--- config.mk ---
export PLATFORM = sky130hd
export DESIGN_NAME = ahb_axi4_wdata_ctrl
export DESIGN_NICKNAME = d
export VERILOG_FILES = /design/src/rtl/ahb_axi4_wdata_ctrl.sv
export SDC_FILE = /design/constraint.sdc
export NUM_CORES = 1
export LEC_CHECK = 0
export ABC_CLOCK_PERIOD_IN_PS = 2800
export CAP_MARGIN = 20
export CORE_ASPECT_RATIO = 1.4
export CORE_UTILIZATION = 45
export CTS_CLUSTER_SIZE = 28
export DETAILED_ROUTE_END_ITERATION = 10
export GPL_TIMING_DRIVEN = 0
export PLACE_DENSITY = 0.89
export SETUP_SLACK_MARGIN = 0.5
export SLEW_MARGIN = 0
export SYNTH_ARGS = -nofsm -noshare
export SYNTH_HDL_FRONTEND = slang
export SYNTH_SLANG_ARGS = --single-unit
--- constraint.sdc ---
create_clock -name clk -period 2.8 [get_ports clk]
set_input_delay 0.28 -clock clk [delete_from_list [all_inputs] [get_ports clk]]
set_output_delay 0.28 -clock clk [all_outputs]
set_load 0.05 [all_outputs]
--- src/rtl/ahb_axi4_wdata_ctrl.sv ---
// ahb_axi4_wdata_ctrl: write-data sequencer for the AHB-to-AXI4 bridge.
// Takes one burst command (AXI len = beats-1), pops exactly len+1 words from
// a show-ahead FIFO and presents them on a registered AXI4 W channel.
// Optional macro AHB_AXI4_WCTRL_UNDERRUN_CNT_EN adds a saturating count of
// cycles where the output could accept a beat but the FIFO was empty.
`timescale 1ns/1ps
module ahb_axi4_wdata_ctrl #(
  parameter int DATA_WIDTH = 32,
  parameter int LEN_WIDTH  = 8
) (
  input  logic                  clk,
  input  logic                  rst_n,
  input  logic                  cmd_valid_i,
  output logic                  cmd_ready_o,
  input  logic [LEN_WIDTH-1:0]  cmd_len_i,
  input  logic [DATA_WIDTH-1:0] fifo_data_i,
  input  logic                  fifo_empty_i,
  output logic                  fifo_rd_valid_o,
  output logic [DATA_WIDTH-1:0] wdata_o,
  output logic                  wvalid_o,
  output logic                  wlast_o,
  input  logic                  wready_i,
  output logic                  busy_o,
  output logic                  burst_done_o
`ifdef AHB_AXI4_WCTRL_UNDERRUN_CNT_EN
  ,
  output logic [15:0]           underrun_cnt_o
`endif
);

  typedef enum logic {IDLE = 1'b0, BURST = 1'b1} state_t;

  state_t                state_q, state_d;
  logic [LEN_WIDTH-1:0]  len_q, len_d;
  logic [LEN_WIDTH:0]    fetch_cnt_q, fetch_cnt_d;   // one extra bit: len=max never wraps
  logic [DATA_WIDTH-1:0] wdata_q, wdata_d;
  logic                  wvalid_q, wvalid_d;
  logic                  wlast_q, wlast_d;
  logic                  burst_done_q, burst_done_d;

  logic in_burst, more_to_fetch, out_free, hs, load, accept;

  // Shared control terms
  always_comb begin
    in_burst      = (state_q == BURST);
    more_to_fetch = (fetch_cnt_q <= {1'b0, len_q});
    out_free      = !wvalid_q || wready_i;
    hs            = wvalid_q && wready_i;
    load          = in_burst && more_to_fetch && !fifo_empty_i && out_free;
    accept        = cmd_valid_i && (state_q == IDLE);
  end

  // FSM state register
  always_ff @(posedge clk or negedge rst_n) begin
    if (!rst_n) state_q <= IDLE;
    else        state_q <= state_d;
  end

  // FSM next state: leave BURST only on the handshake of the WLAST beat
  always_comb begin
    state_d = state_q;
    case (state_q)
      IDLE:    if (cmd_valid_i)  state_d = BURST;
      BURST:   if (hs && wlast_q) state_d = IDLE;
      default: state_d = IDLE;
    endcase
  end

  // FSM outputs
  always_comb begin
    cmd_ready_o = (state_q == IDLE);
    busy_o      = (state_q == BURST);
  end

  // Datapath next values: a load refills the output stage, otherwise a
  // handshake drains it; a stalled beat simply holds
  always_comb begin
    len_d        = len_q;
    fetch_cnt_d  = fetch_cnt_q;
    wdata_d      = wdata_q;
    wvalid_d     = wvalid_q;
    wlast_d      = wlast_q;
    burst_done_d = in_burst && hs && wlast_q;
    if (accept) begin
      len_d       = cmd_len_i;
      fetch_cnt_d = '0;
    end
    if (load) begin
      wdata_d     = fifo_data_i;
      wvalid_d    = 1'b1;
      wlast_d     = (fetch_cnt_q == {1'b0, len_q});
      fetch_cnt_d = fetch_cnt_q + 1'b1;
    end else if (hs) begin
      wvalid_d = 1'b0;
      wlast_d  = 1'b0;
    end
  end

  // Datapath registers
  always_ff @(posedge clk or negedge rst_n) begin
    if (!rst_n) begin
      len_q        <= '0;
      fetch_cnt_q  <= '0;
      wdata_q      <= '0;
      wvalid_q     <= 1'b0;
      wlast_q      <= 1'b0;
      burst_done_q <= 1'b0;
    end else begin
      len_q        <= len_d;
      fetch_cnt_q  <= fetch_cnt_d;
      wdata_q      <= wdata_d;
      wvalid_q     <= wvalid_d;
      wlast_q      <= wlast_d;
      burst_done_q <= burst_done_d;
    end
  end

  // Output wiring
  always_comb begin
    fifo_rd_valid_o = load;
    wdata_o         = wdata_q;
    wvalid_o        = wvalid_q;
    wlast_o         = wlast_q;
    burst_done_o    = burst_done_q;
  end

`ifdef AHB_AXI4_WCTRL_UNDERRUN_CNT_EN
  logic [15:0] underrun_cnt_q, underrun_cnt_d;

  // Underrun count: output could take a beat, burst still owes words, FIFO empty
  always_comb begin
    underrun_cnt_d = underrun_cnt_q;
    if (in_burst && more_to_fetch && fifo_empty_i && out_free &&
        (underrun_cnt_q != 16'hFFFF))
      underrun_cnt_d = underrun_cnt_q + 16'd1;
  end

  // Underrun counter register, cleared only by reset
  always_ff @(posedge clk or negedge rst_n) begin
    if (!rst_n) underrun_cnt_q <= '0;
    else        underrun_cnt_q <= underrun_cnt_d;
  end

  assign underrun_cnt_o = underrun_cnt_q;
`endif

endmodule
==> summary.md, run 1 <==
| Metric | Value |
|---|---|
| Outcome | finished, final reports clean |
| Root Buffer | clkbuf_8 |
| Switching share of power | 44.66% |
| Fmax | 431.8 MHz |
| # rows | 32 |
| CTS tree | yes |
| Largest net degree at the start of global routing | 33 |
| Initial antenna violation count | 0 |
| Starting Density | 46.46% |
| Number of synthesized register bits | 53 |
| Reg2Reg Depth | 9 |
| Via count | 1908 |
| Final nets | around 360 |
| Post-synth EDFFs | 0 |
| H-tree lvl count | 2 |
| Comb pwr share | 62.9% |
| Reg2reg end | wdata_o[17] |
| Post-synth top area share | between 50 and 60% |
| CTS Sinks | 53 |
| Clock slew at reported path FFs | about 90 ps |
| PortBufs | 82 |
| Period minus WS final | 2316 ps |
| Overall Power | ~4.7 mW |
| Die ar. | 0.005973 mm^2 |
| WL met3 | about 200 um |
| # setup viols final | 0 |
| Pwr Density | 1262 mW/mm^2 |
| First-pass detailed-route iteration total | 4 |
| Area leader, netlist | dfrtp_1 |
| Worst EP arrival | ~2000 ps |
| Slew Viols, Final | 0 |
| Routed Antenna Nets | 0 |
| Post-synthesis average cell area | 12.81 um^2 |
| Mapped cell area | 0.002549 mm^2 |
| WL met1 | 2252 um |
| Max clock buf depth | 2 |
| Die width | 65.61 um |
| Flop pwr share | 28.3% |
| WL met2 | 3242 um |
| Reg-to-Reg Start | fetch_cnt_q[4] |
| Vias per cell | 5.143 |
| Max-cap violations | 0 |
| Setup CP Type | register to output pin |
| Net switching power figure | 2.110 mW |
| Ys flop type | dfrtp_1 |
| Cells after Synth | around 200 |
| TritonCTS Buffers | 5 |
| IO Count | 83 |
| Worst EP required | 2520 ps |
| Yosys warnings | 0 |
| Layout cells sized above 1 | 26.07% |
| CP endpoint kind | output pin |
| Top routing layer used | met4 |
| Top cells by area, synth | dfrtp_1, mux2_4, ha_1 |
| Post-synthesis sequential area ratio | a little over half |
| Grt total ovfl | 0 |
| Synth-to-layout area growth | 46.88% |
| Number of DRC markers in iteration 0 | 54 |
| Internal power | 2.615 mW |
| Hold WS | 480.3 ps |
| HP Class | input port to async pin |
| Final worst-path cycle share | 82.72% |
| CORE AREA | 0.005485 mm^2 |
| Unique masters post-synth | 36 |
| WL/cell | 15.85 um |
| First-pass GRT wire length | 9487 um |
| ANT cells | 0 |
| Unrepaired setup endpoints after global routing | yes |
| Crit path setup slack, layout | 483.9 ps |
| Worst Tran Pin Value | 590.8 ps |
| Number of global-route vias before repair | 2037 |
| Remaining DRCs | 0 |
| Worst Path Max Fanout | 3 |
| Layout fillers | 389 |
| Synthesized Nets | 253 |
| Static Leak | 1.650 nW |
| Post-detail-place hpwl | 4191 um |
| Clk_skew | 9.643 ps |
| Clock power frac | 8.8% |
| GRT Util Overall | 21.04% |
| Drt total wl | 5879 um |
| Die height | between 90 and 100 um |
| Asr flop ratio synth | 100.0% |
| Reg2reg setup slack | 560 ps |
| Later-pin clock latency in the skew report | 300 ps |
| Relative slew slack | 60.61% |
| Fin. Hold Viols | 0 |
| Pre-CTS setup slack | -187.3 ps |
| Max VDD drop | 642.7 uV |
| Setup crit start kind | register |
| Routability Congestion | roughly 0.85 |
[cell families after synthesis]
| logic type | share of synthesized area [%] |
|---|---|
| compound gates | 8.247 |
| fa+ha+maj | 4.418 |
| buf+inv | 5.302 |
| flops | 52.04 |
| mux | 19.00 |
| simple gates | 11.00 |
[synthesized netlist by cell type, types with 2 or more instances]
cell type and instances:
a211oi_1 2, nand4_1 2, o21ai_0 13, o211ai_1 2, buf_12 3, mux2_1 2
a21oi_1 5, dfrtp_1 53, or2_2 2, nor2_1 7, nand3_1 3, buf_6 2
nand2_1 23, ha_1 9, nand2b_1 3, nor3_1 7, mux2_4 30, a221o_1 4
inv_1 10
[placed cells by master, fill, tap and decap left out, types with 2 or more instances in the layout]
cell / count
buf_4: 12
nand2b_1: 3
dfrtp_1: 47
clkdlybuf4s50_1: 80
buf_8: 2
a21oi_1: 3
nand4_1: 2
mux2_1: 2
nand2_1: 23
dfrtp_2: 6
ha_4: 4
buf_6: 2
ha_1: 5
clkbuf_1: 2
clkbuf_8: 5
o21ai_0: 12
a211oi_1: 2
o211ai_1: 2
mux2_4: 30
a221o_1: 4
inv_1: 10
clkinvlp_4: 2
a21oi_2: 2
buf_12: 4
nor3_1: 7
nor2_1: 7
or2_2: 2
nand3_1: 3
[critical path, stage by stage (launching register included)]
cell and delay, ps:
dfrtp_2 440, ha_4 280, nand4_1 150, or2_4 280, o211a_1 130, buf_6 130, nor2_8 80, buf_8 110
buf_8 130
[repair_timing]
item	in CTS	in global routing
endpoints found under the hold margin	21	0
setup buffers	11	1
setup endpoints to repair	33	33
gates resized for setup	24	0
pin swaps	6	1
hold buffers	1	0
[through the flow]
step / utilization [%] / instance area (um^2) / cells / setup TNS (ps)
2_1_floorplan: - / 2550 / 199 / 0
3_3_place_gp: 63.00 / 3456 / 349 / -5234
3_5_place_dp: 63.28 / 3471 / 350 / -187.3
4_1_cts: 68.11 / 3736 / 370 / 0
5_1_grt: 68.25 / 3744 / 371 / 0
6_report: 68.25 / 3744 / 371 / 0
[power groups by stage]
stage | logic [mW] | clock network (mW) | registers [mW]
2_1_floorplan | 1.05 | 0 | 2.19
3_3_place_gp | 2.64 | 0 | 1.34
3_5_place_dp | 2.71 | 0 | 1.37
4_1_cts | 2.96 | 0.432 | 1.34
5_1_grt | 3.14 | 0.459 | 1.38
6_report | 2.97 | 0.417 | 1.34
[layer usage]
layer	global-route usage, %	up-vias
li1	-	907
met1	22.45	942
met2	38.83	47
met3	3.392	12
met4	9.783	0
met5	0	-
[final cells by class]
| cell class | instances | area, um^2 | share of cell area [%] |
|---|---|---|---|
| flip-flops and latches | 53 | 1334 | 35.63 |
| multi-input cells | 128 | 1154 | 30.82 |
| well taps | 68 | 85.08 | 2.273 |
| clock inverters | 2 | 15.01 | 0.4011 |
| plain buffers | 7 | 101.3 | 2.707 |
| clock buffers | 6 | 72.57 | 1.939 |
| repair buffers | 96 | 940.9 | 25.13 |
| inverters | 11 | 41.29 | 1.103 |
[worst max-delay path by stage]
stage | from | endpoint | slack, ps | cells past startpoint
3_3_place_gp | rst_n | busy_o | -280 | 1
2_1_floorplan | busy_o | wdata_o[2] | 580 | 7
4_1_cts | fetch_cnt_q[3] | fifo_rd_valid_o | 490 | 8
3_5_place_dp | fetch_cnt_q[6] | fifo_rd_valid_o | -190 | 8
5_1_grt | fetch_cnt_q[4] | fifo_rd_valid_o | 390 | 8
6_report | fetch_cnt_q[4] | fifo_rd_valid_o | 480 | 8
[flip-flops by register name, summed over array words and instances (netlist names)]
signal,count
len_q,8
fetch_cnt_q,9
wlast_o,1
burst_done_o,1
wdata_o,32
wvalid_o,1
busy_o,1
Power figures use the tool's default switching activity.
==> inputs of run 2 (changes only) <==
--- a/config.mk
+++ b/config.mk
@@ -5,7 +5,7 @@
 export SDC_FILE = /design/constraint.sdc
 export NUM_CORES = 1
 export LEC_CHECK = 0
-export ABC_CLOCK_PERIOD_IN_PS = 2800
+export ABC_CLOCK_PERIOD_IN_PS = 2200
 export CAP_MARGIN = 20
 export CORE_ASPECT_RATIO = 1.4
 export CORE_UTILIZATION = 45
==> constraint.sdc (replaced) <==
create_clock -name clk -period 2.2 [get_ports clk]
set_input_delay 0.22 -clock clk [delete_from_list [all_inputs] [get_ports clk]]
set_output_delay 0.22 -clock clk [all_outputs]
set_load 0.05 [all_outputs]
==> run 2 against run 1 <==
The flow now finishes with violations (setup timing). Worst hold slack got worse by 67 ps. Non-clock buffer count increased by 8. Critical path depth stayed put. First-iteration DRC count up 57%. Worst setup slack worse by 550 ps. Clock power grew 38%. Total power grew 33%. Die area did not move. Sequential share of layout area is 1.5 points lower. Wire length rose by 6.5%. Clock skew down 1.8 ps. Highest routed layer unchanged.
==> summary.md, run 2 (synthesized netlist as in run 1, its figures left out) <==
| Metric | Value |
|---|---|
| Most frequent cells in the layout | dfrtp_1, clkdlybuf4s50_1, mux2_4 (was clkdlybuf4s50_1, dfrtp_1, mux2_4) |
| Layout cells sized above 1 | 31.19% (was 26.07%) |
| Crit path setup slack, layout | -63.20 ps (was 483.9 ps) |
| Die ar. | 0.005973 mm^2 (unchanged) |
| Number of DRC markers in iteration 0 | 85 (was 54) |
| Hold WS | 413.3 ps (was 480.3 ps) |
| Relative slew slack | 64.29% (was 60.61%) |
| Static Leak | 1.904 nW (was 1.650 nW) |
| GRT Util Overall | 21.45% (was 21.04%) |
| IO Count | 83 (unchanged) |
| Clock slew at reported path FFs | 100 ps (was 90 ps) |
| TritonCTS Buffers | 5 (unchanged) |
| Outcome | finished, violations left (was finished, final reports clean) |
| Cell family with most CP delay | simple AND/OR/NAND/NOR gates (unchanged) |
| Net switching power figure | 2.839 mW (was 2.110 mW) |
| Worst Path Max Fanout | 2 (was 3) |
| Die width | 65.61 um (unchanged) |
| Fmax | 441.9 MHz |
| Switching share of power | 45.34% (was 44.66%) |
| Crit-path slowest cell | dfrtp_2 (unchanged) |
| Final worst-path cycle share | 102.9% |
| Initial antenna violation count | 0 (unchanged) |
| Pre-CTS setup slack | -573.8 ps (was -187.3 ps) |
| Die height | 91.05 um (unchanged) |
| Commonest non-fill, non-tap cell in the layout | dfrtp_1 (was clkdlybuf4s50_1) |
| Routability Congestion | 0.8025 (was 0.8463) |
| Slowest cell delay on critical path | 450 ps (was 440 ps) |
| Synth-to-layout area growth | 53.41% (was 46.88%) |
| Internal power | 3.422 mW (was 2.615 mW) |
| Worst EP arrival | 2040 ps (about the same) |
| Setup CP Type | register to output pin (unchanged) |
| Worst Tran Pin Value | 537.8 ps (was 590.8 ps) |
| Unrepaired setup endpoints after global routing | yes (unchanged) |
| # setup viols final | 33 (was 0) |
| Post-detail-place hpwl | 3982 um (was 4191 um) |
| Vias per cell | 5.243 (was 5.143) |
| WL/cell | 16.53 um (was 15.85 um) |
| ANT cells | 0 (unchanged) |
| CORE AREA | 0.005485 mm^2 (unchanged) |
| CTS tree | yes (unchanged) |
| First-pass GRT wire length | 9804 um (was 9487 um) |
| Worst EP required | 1980 ps (was 2520 ps) |
| CTS Sinks | 53 (unchanged) |
| Max reg flops | 32 (unchanged) |
| Final nets | 364 (was 356) |
| Root Buffer | clkbuf_8 (unchanged) |
| Max-cap violations | 0 (unchanged) |
| Clk_skew | 7.846 ps (was 9.643 ps) |
| Largest net degree at the start of global routing | 34 (was 33) |
| Grt total ovfl | 0 (unchanged) |
| CP Buf/Inv Count | 3 (unchanged) |
| Starting Density | 46.46% (unchanged) |
| # rows | 32 (unchanged) |
| Routed Antenna Nets | 0 (unchanged) |
| Drt total wl | 6263 um (was 5879 um) |
| Max clock buf depth | 2 (unchanged) |
| Remaining DRCs | 0 (unchanged) |
| Failing checks | setup timing |
| Layout fillers | 370 (was 389) |
| HP Class | input port to async pin (unchanged) |
| Clock power frac | 9.2% (was 8.8%) |
| First-pass detailed-route iteration total | 6 (was 4) |
| CP most frequent cell | buf_12 (was buf_8) |
| CP Cell Sequence | ha_4 > nand4_1 > or2_1 > o211a_1 > buf_6 > nor2_8 > buf_12 > buf_12 (was ha_4 > nand4_1 > or2_4 > o211a_1 > buf_6 > nor2_8 > buf_8 > buf_8) |
| Comb pwr share | 63.7% (was 62.9%) |
| Reg2reg setup slack | -50 ps (was 560 ps) |
| PortBufs | 82 (unchanged) |
| Via count | 1987 (was 1908) |
| Number of global-route vias before repair | 2060 (was 2037) |
| Flop pwr share | 27.1% (was 28.3%) |
| CP endpoint kind | output pin (unchanged) |
| Setup crit start kind | register (unchanged) |
| Fin. Hold Viols | 0 (unchanged) |
| H-tree lvl count | 2 (unchanged) |
| Later-pin clock latency in the skew report | 310 ps (was 300 ps) |
| Period minus WS final | roughly 2300 ps |
| Slew Viols, Final | 0 (unchanged) |
| Pwr Density | 1601 mW/mm^2 (was 1262 mW/mm^2) |
| Max VDD drop | 852.0 uV (was 642.7 uV) |
==> run 2: per-stage QoR <==
stage                     total power, mW  TNS (ps)  instance area, um^2  utilization [%]  instances
after global placement              5.133    -35610                 3506            63.91        349
final                               6.261     -1164                 3910            71.28        379
after CTS                           5.989    -495.7                 3764            68.61        374
after detailed placement            5.225    -723.7                 3521            64.19        350
after floorplan                     4.197         0                 2600                -        199
after global routing                6.568     -3758                 3910            71.28        379
==> run 2: metal layers <==
metal	vias to the layer above	share of wire, %	track usage, %
li1	921	-	-
met1	979	40	26.04
met2	74	53	37.11
met3	13	5.3	3.894
met4	0	1.8	7.609
met5	-	0	0
==> run 2: what timing repair did <==
item | 4_1_cts | 5_1_grt
hold endpoints to repair | 20 | 0
hold buffers | 1 | 0
buffers inserted | 15 | 5
setup endpoints to repair | 65 | 60
gates resized for setup | 42 | 31
pin swaps | 7 | 12
==> run 2: area by class of cell <==
| class | count | area (um^2) | area share, % |
|---|---|---|---|
| Clock buffer | 5 | 68.82 | 1.760 |
| Sequential cell | 53 | 1333 | 34.08 |
| Buffer | 7 | 106.4 | 2.720 |
| Tap cell | 68 | 85.08 | 2.176 |
| Inverter | 11 | 46.29 | 1.184 |
| Multi-Input combinational cell | 128 | 1214 | 31.04 |
| Timing Repair Buffer | 104 | 1031 | 26.37 |
| Clock inverter | 3 | 26.28 | 0.6720 |
==> run 2: power groups by stage <==
stage	registers [mW]	logic (mW)	clock network (mW)
5_1_grt	1.75	4.19	0.631
3_5_place_dp	1.74	3.48	0
4_1_cts	1.69	3.70	0.599
6_report	1.70	3.99	0.577
3_3_place_gp	1.71	3.42	0
2_1_floorplan	2.80	1.40	0
==> run 2: path summary, 6_finish.rpt <==
kind | endpoint | depth (start not counted) | startpoint
worst max-delay path | fifo_rd_valid_o | 8 | fetch_cnt_q[3]
worst min register to register | wdata_o[3] | 1 | wdata_o[3]
max in group asynchronous | fetch_cnt_q[4] | 3 | rst_n
worst min-delay path | len_q[7] | 2 | rst_n
min in group clk | len_q[0] | 3 | cmd_len_i[0]
worst max register to register | wdata_o[22] | 9 | fetch_cnt_q[3]
